**config.mk**
```make
export PLATFORM = sky130hd
export DESIGN_NAME = id_ex_reg
export DESIGN_NICKNAME = d
export VERILOG_FILES = /design/src/rtl/id_ex_reg.sv
export SDC_FILE = /design/constraint.sdc
export NUM_CORES = 1
export LEC_CHECK = 0
export BUFFER_PORTS_ARGS = -buffer_cell sky130_fd_sc_hd__clkbuf_2
export CAP_MARGIN = 20
export CORE_AREA = 2 2 144 146
export CTS_CLUSTER_DIAMETER = 200
export CTS_CLUSTER_SIZE = 8
export DETAILED_ROUTE_END_ITERATION = 12
export DIE_AREA = 0 0 146 148
export GPL_ROUTABILITY_DRIVEN = 0
export MAX_ROUTING_LAYER = met4
export PLACE_DENSITY = 0.8
export SETUP_SLACK_MARGIN = 0.4
export SLEW_MARGIN = 20
export SYNTH_ARGS = -nofsm -noshare
export SYNTH_HDL_FRONTEND = slang
export SYNTH_SLANG_ARGS = --single-unit
export TNS_END_PERCENT = 20
```
**constraint.sdc**
```tcl
create_clock -name clk_i -period 4.2 [get_ports clk_i]
set_input_delay 0.21 -clock clk_i [delete_from_list [all_inputs] [get_ports clk_i]]
set_output_delay 0.21 -clock clk_i [all_outputs]
set_load 0.03 [all_outputs]
```
**src/rtl/id_ex_reg.sv**
```systemverilog
// ID/EX pipeline register with operand forwarding and load-use detection.
//
// Captures the decode-stage instruction into the execute stage on each rising
// edge of clk_i. Holds on stall_i, inserts a bubble on flush_i (flush wins
// over stall), and resets to the bubble state on rst_i (synchronous,
// active-high, highest priority).
//
// Ports:
//   clk_i, rst_i                  clock, synchronous active-high reset
//   stall_i, flush_i              hold / bubble requests from hazard control
//   id_*                          decode-stage qualifiers, data and indices
//   mem_*, wb_*                   forwarding sources from MEM and WB stages
//   ex_op_a_o, ex_op_b_o          execute operands (forwarded, imm-muxed)
//   ex_store_data_o               forwarded rs2 for stores
//   ex_pc_o, ex_valid_o,
//   ex_reg_we_o, ex_is_load_o,
//   ex_rd_addr_o, ex_logic_op_o   registered execute-stage control
//   load_use_o                    load-use hazard request
module id_ex_reg #(
  parameter logic [31:0] RESET_PC        = 32'h0,
  parameter logic [1:0]  BUBBLE_LOGIC_OP = 2'b00
) (
  input  logic        clk_i,
  input  logic        rst_i,
  input  logic        stall_i,
  input  logic        flush_i,
  input  logic        id_valid_i,
  input  logic        id_reg_we_i,
  input  logic        id_use_imm_i,
  input  logic        id_is_load_i,
  input  logic [31:0] id_pc_i,
  input  logic [31:0] id_rs1_data_i,
  input  logic [31:0] id_rs2_data_i,
  input  logic [31:0] id_imm_i,
  input  logic [4:0]  id_rs1_addr_i,
  input  logic [4:0]  id_rs2_addr_i,
  input  logic [4:0]  id_rd_addr_i,
  input  logic [1:0]  id_logic_op_i,
  input  logic        mem_reg_we_i,
  input  logic        wb_reg_we_i,
  input  logic [4:0]  mem_rd_addr_i,
  input  logic [4:0]  wb_rd_addr_i,
  input  logic [31:0] mem_result_i,
  input  logic [31:0] wb_result_i,
  output logic [31:0] ex_op_a_o,
  output logic [31:0] ex_op_b_o,
  output logic [31:0] ex_store_data_o,
  output logic [31:0] ex_pc_o,
  output logic        ex_valid_o,
  output logic        ex_reg_we_o,
  output logic        ex_is_load_o,
  output logic [4:0]  ex_rd_addr_o,
  output logic [1:0]  ex_logic_op_o,
  output logic        load_use_o
);

  logic        valid_q;
  logic        reg_we_q;
  logic        use_imm_q;
  logic        is_load_q;
  logic [31:0] pc_q;
  logic [31:0] rs1_data_q;
  logic [31:0] rs2_data_q;
  logic [31:0] imm_q;
  logic [4:0]  rs1_addr_q;
  logic [4:0]  rs2_addr_q;
  logic [4:0]  rd_addr_q;
  logic [1:0]  logic_op_q;

  logic [31:0] rs1_fwd;
  logic [31:0] rs2_fwd;

  // MEM is younger than WB, so it takes priority; x0 never forwards.
  always_comb begin
    rs1_fwd = rs1_data_q;
    if (mem_reg_we_i && (rs1_addr_q != '0) && (mem_rd_addr_i == rs1_addr_q))
      rs1_fwd = mem_result_i;
    else if (wb_reg_we_i && (rs1_addr_q != '0) && (wb_rd_addr_i == rs1_addr_q))
      rs1_fwd = wb_result_i;
  end

  always_comb begin
    rs2_fwd = rs2_data_q;
    if (mem_reg_we_i && (rs2_addr_q != '0) && (mem_rd_addr_i == rs2_addr_q))
      rs2_fwd = mem_result_i;
    else if (wb_reg_we_i && (rs2_addr_q != '0) && (wb_rd_addr_i == rs2_addr_q))
      rs2_fwd = wb_result_i;
  end

  always_ff @(posedge clk_i) begin
    if (rst_i || flush_i) begin
      valid_q    <= 1'b0;
      reg_we_q   <= 1'b0;
      use_imm_q  <= 1'b0;
      is_load_q  <= 1'b0;
      pc_q       <= RESET_PC;
      rs1_data_q <= '0;
      rs2_data_q <= '0;
      imm_q      <= '0;
      rs1_addr_q <= '0;
      rs2_addr_q <= '0;
      rd_addr_q  <= '0;
      logic_op_q <= BUBBLE_LOGIC_OP;
    end else if (stall_i) begin
      // Refresh operand data while held so a result retiring from WB during
      // the stall is not lost once it leaves the forwarding window.
      rs1_data_q <= rs1_fwd;
      rs2_data_q <= rs2_fwd;
    end else begin
      valid_q    <= id_valid_i;
      reg_we_q   <= id_reg_we_i & id_valid_i;
      use_imm_q  <= id_use_imm_i;
      is_load_q  <= id_is_load_i & id_valid_i;
      pc_q       <= id_pc_i;
      rs1_data_q <= id_rs1_data_i;
      rs2_data_q <= id_rs2_data_i;
      imm_q      <= id_imm_i;
      rs1_addr_q <= id_rs1_addr_i;
      rs2_addr_q <= id_rs2_addr_i;
      rd_addr_q  <= id_rd_addr_i;
      logic_op_q <= id_logic_op_i;
    end
  end

  assign ex_op_a_o       = rs1_fwd;
  assign ex_op_b_o       = use_imm_q ? imm_q : rs2_fwd;
  assign ex_store_data_o = rs2_fwd;
  assign ex_pc_o         = pc_q;
  assign ex_valid_o      = valid_q;
  assign ex_reg_we_o     = reg_we_q;
  assign ex_is_load_o    = is_load_q;
  assign ex_rd_addr_o    = rd_addr_q;
  assign ex_logic_op_o   = logic_op_q;

  assign load_use_o = valid_q && is_load_q && (rd_addr_q != '0) && id_valid_i &&
                      ((rd_addr_q == id_rs1_addr_i) ||
                       ((rd_addr_q == id_rs2_addr_i) && !id_use_imm_i));

endmodule
```
==> run metrics, run 1 <==
Setup WS pre-CTS=1.35 ns; Initial Util=between 40% and 50%; Psw=1090 uW; CP cell instances=or4_1, a21bo_1, a31oi_4, buf_4, a221oi_2, clkbuf_2; die span in y=148 um; WP data arrival=3.06 ns; area grow syn2layout=30.6%; final non-filler cell total=1,510; routed len/inst=between 15 and 20 um; sequential area share after synthesis=36.6%; final wirelength=27,000 um; Vias=8,395; clk slew on worst S/H paths=roughly 0.070 ns; vias in the first global route=8,214; Port-buffer cells=367; Cell Pwr Density=345 nW/um^2; proportion of layout cells with a drive suffix above 1=35.8%; HPWL after DPL=18,900 um; Mapped Area=8150 um^2; RSZ-0062 raised after global routing=false; average size of a mapped cell=8.90 um^2; Worst-Margin Slew=0.996 ns; Yosys reg bits=149; nets=1,455; register area=2990 um^2; clk root buf=clkbuf_16; Max Slew Vio Count=0; sw frac=between 20% and 30%; Max FO, Critical Path=19; drt drc=0; Max-Cap Viols=0; Most used DFF post-synth=dfxtp_1; top cell type's share of synthesized area=36.6%; antenna violations before repair=1; gr usage total=24.5%; post-placement cell area=between 10,000 and 15,000 um^2; CP delay by family, top=compound AO/OA/AOI/OAI gates; cell row count=between 50 and 60; final hold vios=0; Setup TNS=0 ns; I/O pins=368; Tmin final=about 3.3 ns; Max H-tree Level=4; Slowest cell on crit path=a31oi_4; vias per inst=5.56; final setup violating endpoints=0; Leakage=0.00493 uW; Syn. warnings=0; worst hold-check path type=input port to register; Post-synth EDFFs=0; commonest non-fill, non-tap cell in the layout=clkbuf_2; max incr delay on CP=0.59 ns; Reg power frac=40.6%; largest area contributor in the netlist=dfxtp_1; footprint of the multi-input gates=approximately 4600 um^2; Synth cell types=32; ys async rst share=0%; gr ovfl total=0; Critical Path RT=3.99 ns; Clock power frac=42.5%; post-route cell area=10,600 um^2; Crit Path Class=register to output port; final-layout fill cell count=about 1.9k; Worst slew margin=33.5%; Setup crit end kind=output port; crit share post-route=77.9%; post-route ant nets=0; Buffers & Inverters on Critical Path=2; dpl cells=1,475; Setup WS post-layout=between 0.9 and 1 ns; status=finished clean; worst skew pair latency=around 0.42 ns; Max IR drop VDD=0.258 mV; Core ar.=between 20,000 and 25,000 um^2; clk_skew=0.0160 ns; Post-Synthesis Net Count=1,145; achievable clock frequency=305 MHz; Num CTS Buffers=17; first-pass GRT wire length=roughly 42,000 um; 1st-iter DRT viols=521; startpoint types=register; Pint=2590 uW; CTS tree=built; most frequent cells in the layout=clkbuf_2 (366), nor2_1 (153), dfxtp_1 (148); # clock sinks=149; DR pass1 iterations=5; pin count of the biggest net entering global routing=86; dominant cells by area after synthesis=dfxtp_1 (37%), mux2i_1 (18%), nor2_1 (7.1%), o221ai_1 (6.9%), nand3b_1 (5.9%); Die Width=146 um; Post-CTS Setup Bufs=0; Combinational Power Share=16.9%; cells after synthesis=916; die area=21,600 um^2; Clock Tree Buf Depth=2
[repair_timing]
item	in CTS	in global routing
endpoints found under the hold margin	2	0
resized for setup	0	0
hold buffers	2	0
[routing by layer]
metal | wire [um] | global-route usage [%] | vias to the layer above | share of wire (%)
li1 | - | - | 3965 | -
met1 | 11000 | 28.5 | 3901 | 41
met2 | 12900 | 40.6 | 465 | 48
met3 | 2350 | 6.67 | 64 | 8.7
met4 | 758 | 9.51 | 0 | 2.8
met5 | 0 | - | - | 0
[final timing paths]
kind | cells past startpoint | endpoint | slack, ns | startpoint
max | 6 | ex_op_b_o[20] | 0.93 | rs2_addr_q[4]
max reg2reg | 5 | rs1_data_q[17] | 1.37 | rs1_addr_q[0]
min | 3 | ex_pc_o[29] | 0.02 | id_pc_i[29]
min reg2reg | 2 | imm_q[20] | 0.49 | imm_q[20]
[worst register-to-register path: stages, from the launching register on]
cell	delay [ns]
dfxtp_1	0.35
or4_1	0.53
nor2_1	0.13
or4_4	0.44
nand3_2	0.77
o221ai_1	0.52
[flip-flops by register name, indices dropped and copies added (netlist names)]
| signal | flops |
|---|---|
| ex_valid_o | 1 |
| rs1_data_q | 32 |
| ex_is_load_o | 1 |
| rs1_addr_q | 5 |
| ex_pc_o | 32 |
| ex_logic_op_o | 2 |
| ex_rd_addr_o | 5 |
| ex_reg_we_o | 1 |
| use_imm_q | 1 |
| imm_q | 32 |
| rs2_data_q | 32 |
| rs2_addr_q | 5 |
[cell families after synthesis]
| kind of cell | synth area share [%] |
|---|---|
| and+or+nand+nor | 18.6 |
| AOI/OAI and AO/OA | 17.0 |
| DFF | 36.6 |
| muxes | 17.9 |
| buffers and inverters | 6.82 |
| xor gates and xnor gates | 3.01 |
[power groups by stage]
stage | combinational (uW) | sequential (uW) | clock (uW)
after global routing | 665 | 1500 | 1660
after floorplan | 352 | 1540 | 0
final | 621 | 1490 | 1560
after global placement | 607 | 1520 | 0
after detailed placement | 615 | 1520 | 0
after CTS | 620 | 1490 | 1590
[stage by stage]
stage	hold WS, ns	util, %	power [uW]
3_3_place_gp	0.438	50.0	2130
2_1_floorplan	0.354	-	1890
6_report	0.0178	53.1	3680
5_1_grt	0.00692	53.1	3820
4_1_cts	0.000207	53.1	3700
3_5_place_dp	0.448	50.0	2140
[cell usage after synthesis (2+ instances only)]
cell type / n
nand2_1: 5
dfxtp_1: 149
a221oi_1: 8
clkbuf_1: 39
nand3_2: 2
buf_1: 11
buf_6: 6
xor2_1: 9
a22oi_1: 2
nand3_1: 34
inv_1: 32
nand3b_1: 64
mux2i_1: 146
a221oi_2: 24
buf_2: 24
buf_4: 8
or4_1: 4
xnor2_1: 19
nand4_1: 3
o221ai_1: 64
a21oi_1: 65
nor3_1: 35
nor2_1: 154
[area by class of cell]
type	instances	area share, %
inverter	32	1.13
clock inverter	13	1.26
tap	270	3.17
antenna	1	0.0235
timing repair buffer	379	18.3
clock buffer	19	4.36
sequential	149	28.1
multi-input combinational	647	43.7
(Power assumes the default switching activity.)
==> run 2, diff against run 1 <==
--- a/config.mk
+++ b/config.mk
@@ -7,14 +7,14 @@
 export LEC_CHECK = 0
 export BUFFER_PORTS_ARGS = -buffer_cell sky130_fd_sc_hd__clkbuf_2
 export CAP_MARGIN = 20
-export CORE_AREA = 2 2 144 146
+export CORE_MARGIN = 2
+export CORE_UTILIZATION = 43
 export CTS_CLUSTER_DIAMETER = 200
 export CTS_CLUSTER_SIZE = 8
 export DETAILED_ROUTE_END_ITERATION = 12
-export DIE_AREA = 0 0 146 148
 export GPL_ROUTABILITY_DRIVEN = 0
 export MAX_ROUTING_LAYER = met4
-export PLACE_DENSITY = 0.8
+export PLACE_DENSITY = 0.86
 export SETUP_SLACK_MARGIN = 0.4
 export SLEW_MARGIN = 20
 export SYNTH_ARGS = -nofsm -noshare
==> constraint.sdc (replaced) <==
create_clock -name clk_i -period 2.65 [get_ports clk_i]
set_input_delay 0.1325 -clock clk_i [delete_from_list [all_inputs] [get_ports clk_i]]
set_output_delay 0.1325 -clock clk_i [all_outputs]
set_load 0.03 [all_outputs]
==> run 2 against run 1 <==
  * Clock skew grew 0.0021 ns
  * The run now ends with setup timing left
  * Non-clock buffer count up 214
  * Die area fell by 7.1%
  * Worst setup slack got worse by 1.1 ns
  * Flip-flop and latch count stayed put
  * Highest routed layer unchanged
  * First-iteration DRC count is 99% higher
  * Sequential power rose by 59%
  * Clock-buffer cell count is 1 higher
  * Critical endpoint is now ex_op_a_o[16]
  * Via count increased by 26%
  * Routed wire length rose by 56%
  * Cell area increased by 36%
==> run metrics, run 2 (synthesized netlist as in run 1, its figures left out) <==
Worst-Margin Slew=0.701 ns (was 0.996 ns); Cell Pwr Density=439 nW/um^2 (was 345 nW/um^2); Max Slew Vio Count=0 (unchanged); Reg power frac=37.4% (was 40.6%); worst skew pair latency=0.43 ns (was 0.42 ns); 1st-iter DRT viols=1,038 (was 521); Power, Total=6340 uW (was 3680 uW); clk root buf=clkbuf_16 (unchanged); Tmin final=2.83 ns; die area=20,100 um^2 (was 21,600 um^2); final non-filler cell total=1,695 (was 1,510); Max Used Layer=met4 (unchanged); Slowest cell on crit path=or4_4 (was a31oi_4); Crit Path Class=register to output port (unchanged); antenna violations before repair=4 (was 1); final-layout fill cell count=974 (was 1,867); Psw=1930 uW (was 1090 uW); reg2reg setup slack=0.38 ns (was 1.37 ns); gr usage total=35.8% (was 24.5%); max incr delay on CP=0.74 ns (was 0.59 ns); hold_sp=id_rs2_addr_i[0] (was id_pc_i[29]); DR pass1 iterations=8 (was 5); launching point of the worst reg2reg path=rs1_addr_q[4] (was rs1_addr_q[0]); Setup WS pre-CTS=-0.0918 ns (was 1.35 ns); Core ar.=18,600 um^2 (was 20,000 um^2); CP cell instances=buf_4, xor2_1, or4_4, buf_12, a21oi_2, clkbuf_4 (was or4_1, a21bo_1, a31oi_4, buf_4, a221oi_2, clkbuf_2); achievable clock frequency=353 MHz; FF-to-FF path depth=8 (was 5); die span in y=142 um (was 148 um); Worst Hold Path EP=rs2_addr_q[0] (was ex_pc_o[29]); post-route ant nets=0 (unchanged); routed len/inst=24.8 um (was 17.9 um); Clock power frac=39.4% (was 42.5%); Die Width=142 um (was 146 um); Port-buffer cells=367 (unchanged); Setup crit end kind=output port (unchanged); clk_skew=0.0181 ns (was 0.0160 ns); # clock sinks=149 (unchanged); HPWL after DPL=20,500 um (was 18,900 um); final setup violating endpoints=22 (was 0); Max IR drop VDD=0.430 mV (was 0.258 mV); cell row count=50 (was 52); status=complete, but fails checks (was finished clean); RSZ-0062 raised after global routing=true (was false); met2 WL post-DR=20,300 um (was 12,900 um); final wirelength=42,100 um (was 27,000 um); Crit Reg-Reg Endpoint=rs1_data_q[12] (was rs1_data_q[17]); Max FO, Critical Path=26 (was 19); first-pass GRT wire length=54,300 um (was 41,700 um); commonest non-fill, non-tap cell in the layout=clkbuf_2 (unchanged); CTS tree=built (unchanged); Clock Tree Buf Depth=2 (unchanged); Initial Util=43.7% (was 40.7%); area grow syn2layout=77.0% (was 30.6%); final hold vios=0 (unchanged); routed length on met3=4530 um (was 2350 um); vias in the first global route=10.3k (was 8,214); clk slew on worst S/H paths=0.07 ns (about the same); most frequent cells in the layout=clkbuf_2 (275), dfxtp_1 (141), nor2_1 (138), dlygate4sd3_1 (138), mux2i_1 (85) (was clkbuf_2 (366), nor2_1 (153), dfxtp_1 (148)); I/O pins=368 (unchanged); Leakage=0.00610 uW (was 0.00493 uW); Vias=10.6k (was 8,395); pin count of the biggest net entering global routing=69 (was 86); Buffers & Inverters on Critical Path=3 (was 2); post-route core utilization=77.4% (was 53.1%); sw frac=30.4% (was 29.5%); dpl cells=1,473 (was 1,475); Max-Cap Viols=0 (unchanged); Setup WS post-layout=-0.184 ns (was 0.926 ns); Pint=4410 uW (was 2590 uW); Combinational Power Share=23.2% (was 16.9%); Max H-tree Level=4 (unchanged); startpoint types=register (unchanged); Critical Path RT=2.52 ns (was 3.99 ns); crit share post-route=107%; WL met1=14,300 um (was 11,000 um); WP data arrival=2.70 ns (was 3.06 ns); worst hold-check path type=input port to register (unchanged); Worst slew margin=53.3% (was 33.5%); Worst Hold Slack=0.0155 ns (was 0.0178 ns); gr ovfl total=0 (unchanged); worst hold path depth=3 (unchanged); proportion of layout cells with a drive suffix above 1=45.9% (was 35.8%); CP delay by family, top=simple AND/OR/NAND/NOR gates (was compound AO/OA/AOI/OAI gates); drt drc=0 (unchanged); vias per inst=6.26 (was 5.56); nets=1,672 (was 1,455); Num CTS Buffers=17 (unchanged); failing checks=setup timing
run 2: through the flow:
step	TNS (ns)	cell area, um^2
floorplan	0	8160
global placement	-0.0436	10300
detailed placement	-0.473	10300
CTS	-0.0186	13200
global route	-3.44	14400
finish	-0.841	14400
run 2: how the worst max path moves through the flow:
stage	depth (start not counted)	slack [ns]	end	startpoint
after CTS	8	-0.008	ex_op_b_o[21]	rs2_addr_q[4]
after global placement	7	-0.03	ex_op_b_o[1]	rs2_addr_q[4]
final	6	-0.18	ex_op_a_o[16]	rs1_addr_q[0]
after global routing	6	-0.36	ex_op_a_o[16]	rs1_addr_q[0]
after detailed placement	7	-0.09	ex_op_b_o[1]	rs2_addr_q[3]
after floorplan	6	0.32	ex_op_b_o[1]	rs2_addr_q[4]
run 2: worst register-to-register path, cell delays in order (launching register included):
cell and delay [ns]:
dfxtp_2 0.40, xnor2_1 0.14, nand4_1 0.16, buf_4 0.18, buf_4 0.13, or4_4 0.56, nand3_2 0.18, buf_8 0.21
o221ai_1 0.17
run 2: final cells by class:
class / count / area (um^2) / area share (%)
diodes: 5 / 12.5 / 0.0867
clock inverters: 12 / 144 / 0.997
well taps: 234 / 293 / 2.03
multi-input cells: 650 / 5740 / 39.8
inverters: 32 / 120 / 0.832
repair buffers: 593 / 4670 / 32.4
clock buffers: 20 / 447 / 3.10
flip-flops and latches: 149 / 3000 / 20.8
run 2: layer usage:
layer	track usage (%)	vias up
met5	-	-
met3	9.01	303
met1	38.5	4954
li1	-	4428
met2	58.6	932
met4	23.7	0
run 2: power groups by stage:
stage	logic (uW)	clock network, uW	registers (uW)
detailed placement	1010	0	2400
finish	1470	2500	2370
CTS	1260	2500	2360
global placement	996	0	2400
floorplan	559	0	2430
global route	1530	2600	2380
run 2: repair_timing:
item / CTS / global route
setup endpoints to repair: 126 / 102
gates cloned: 3 / 12
buffers inserted: 9 / 23
pin swaps: 7 / 42
hold buffers: 138 / 0
resized for setup: 187 / 242
endpoints found under the hold margin: 138 / 0
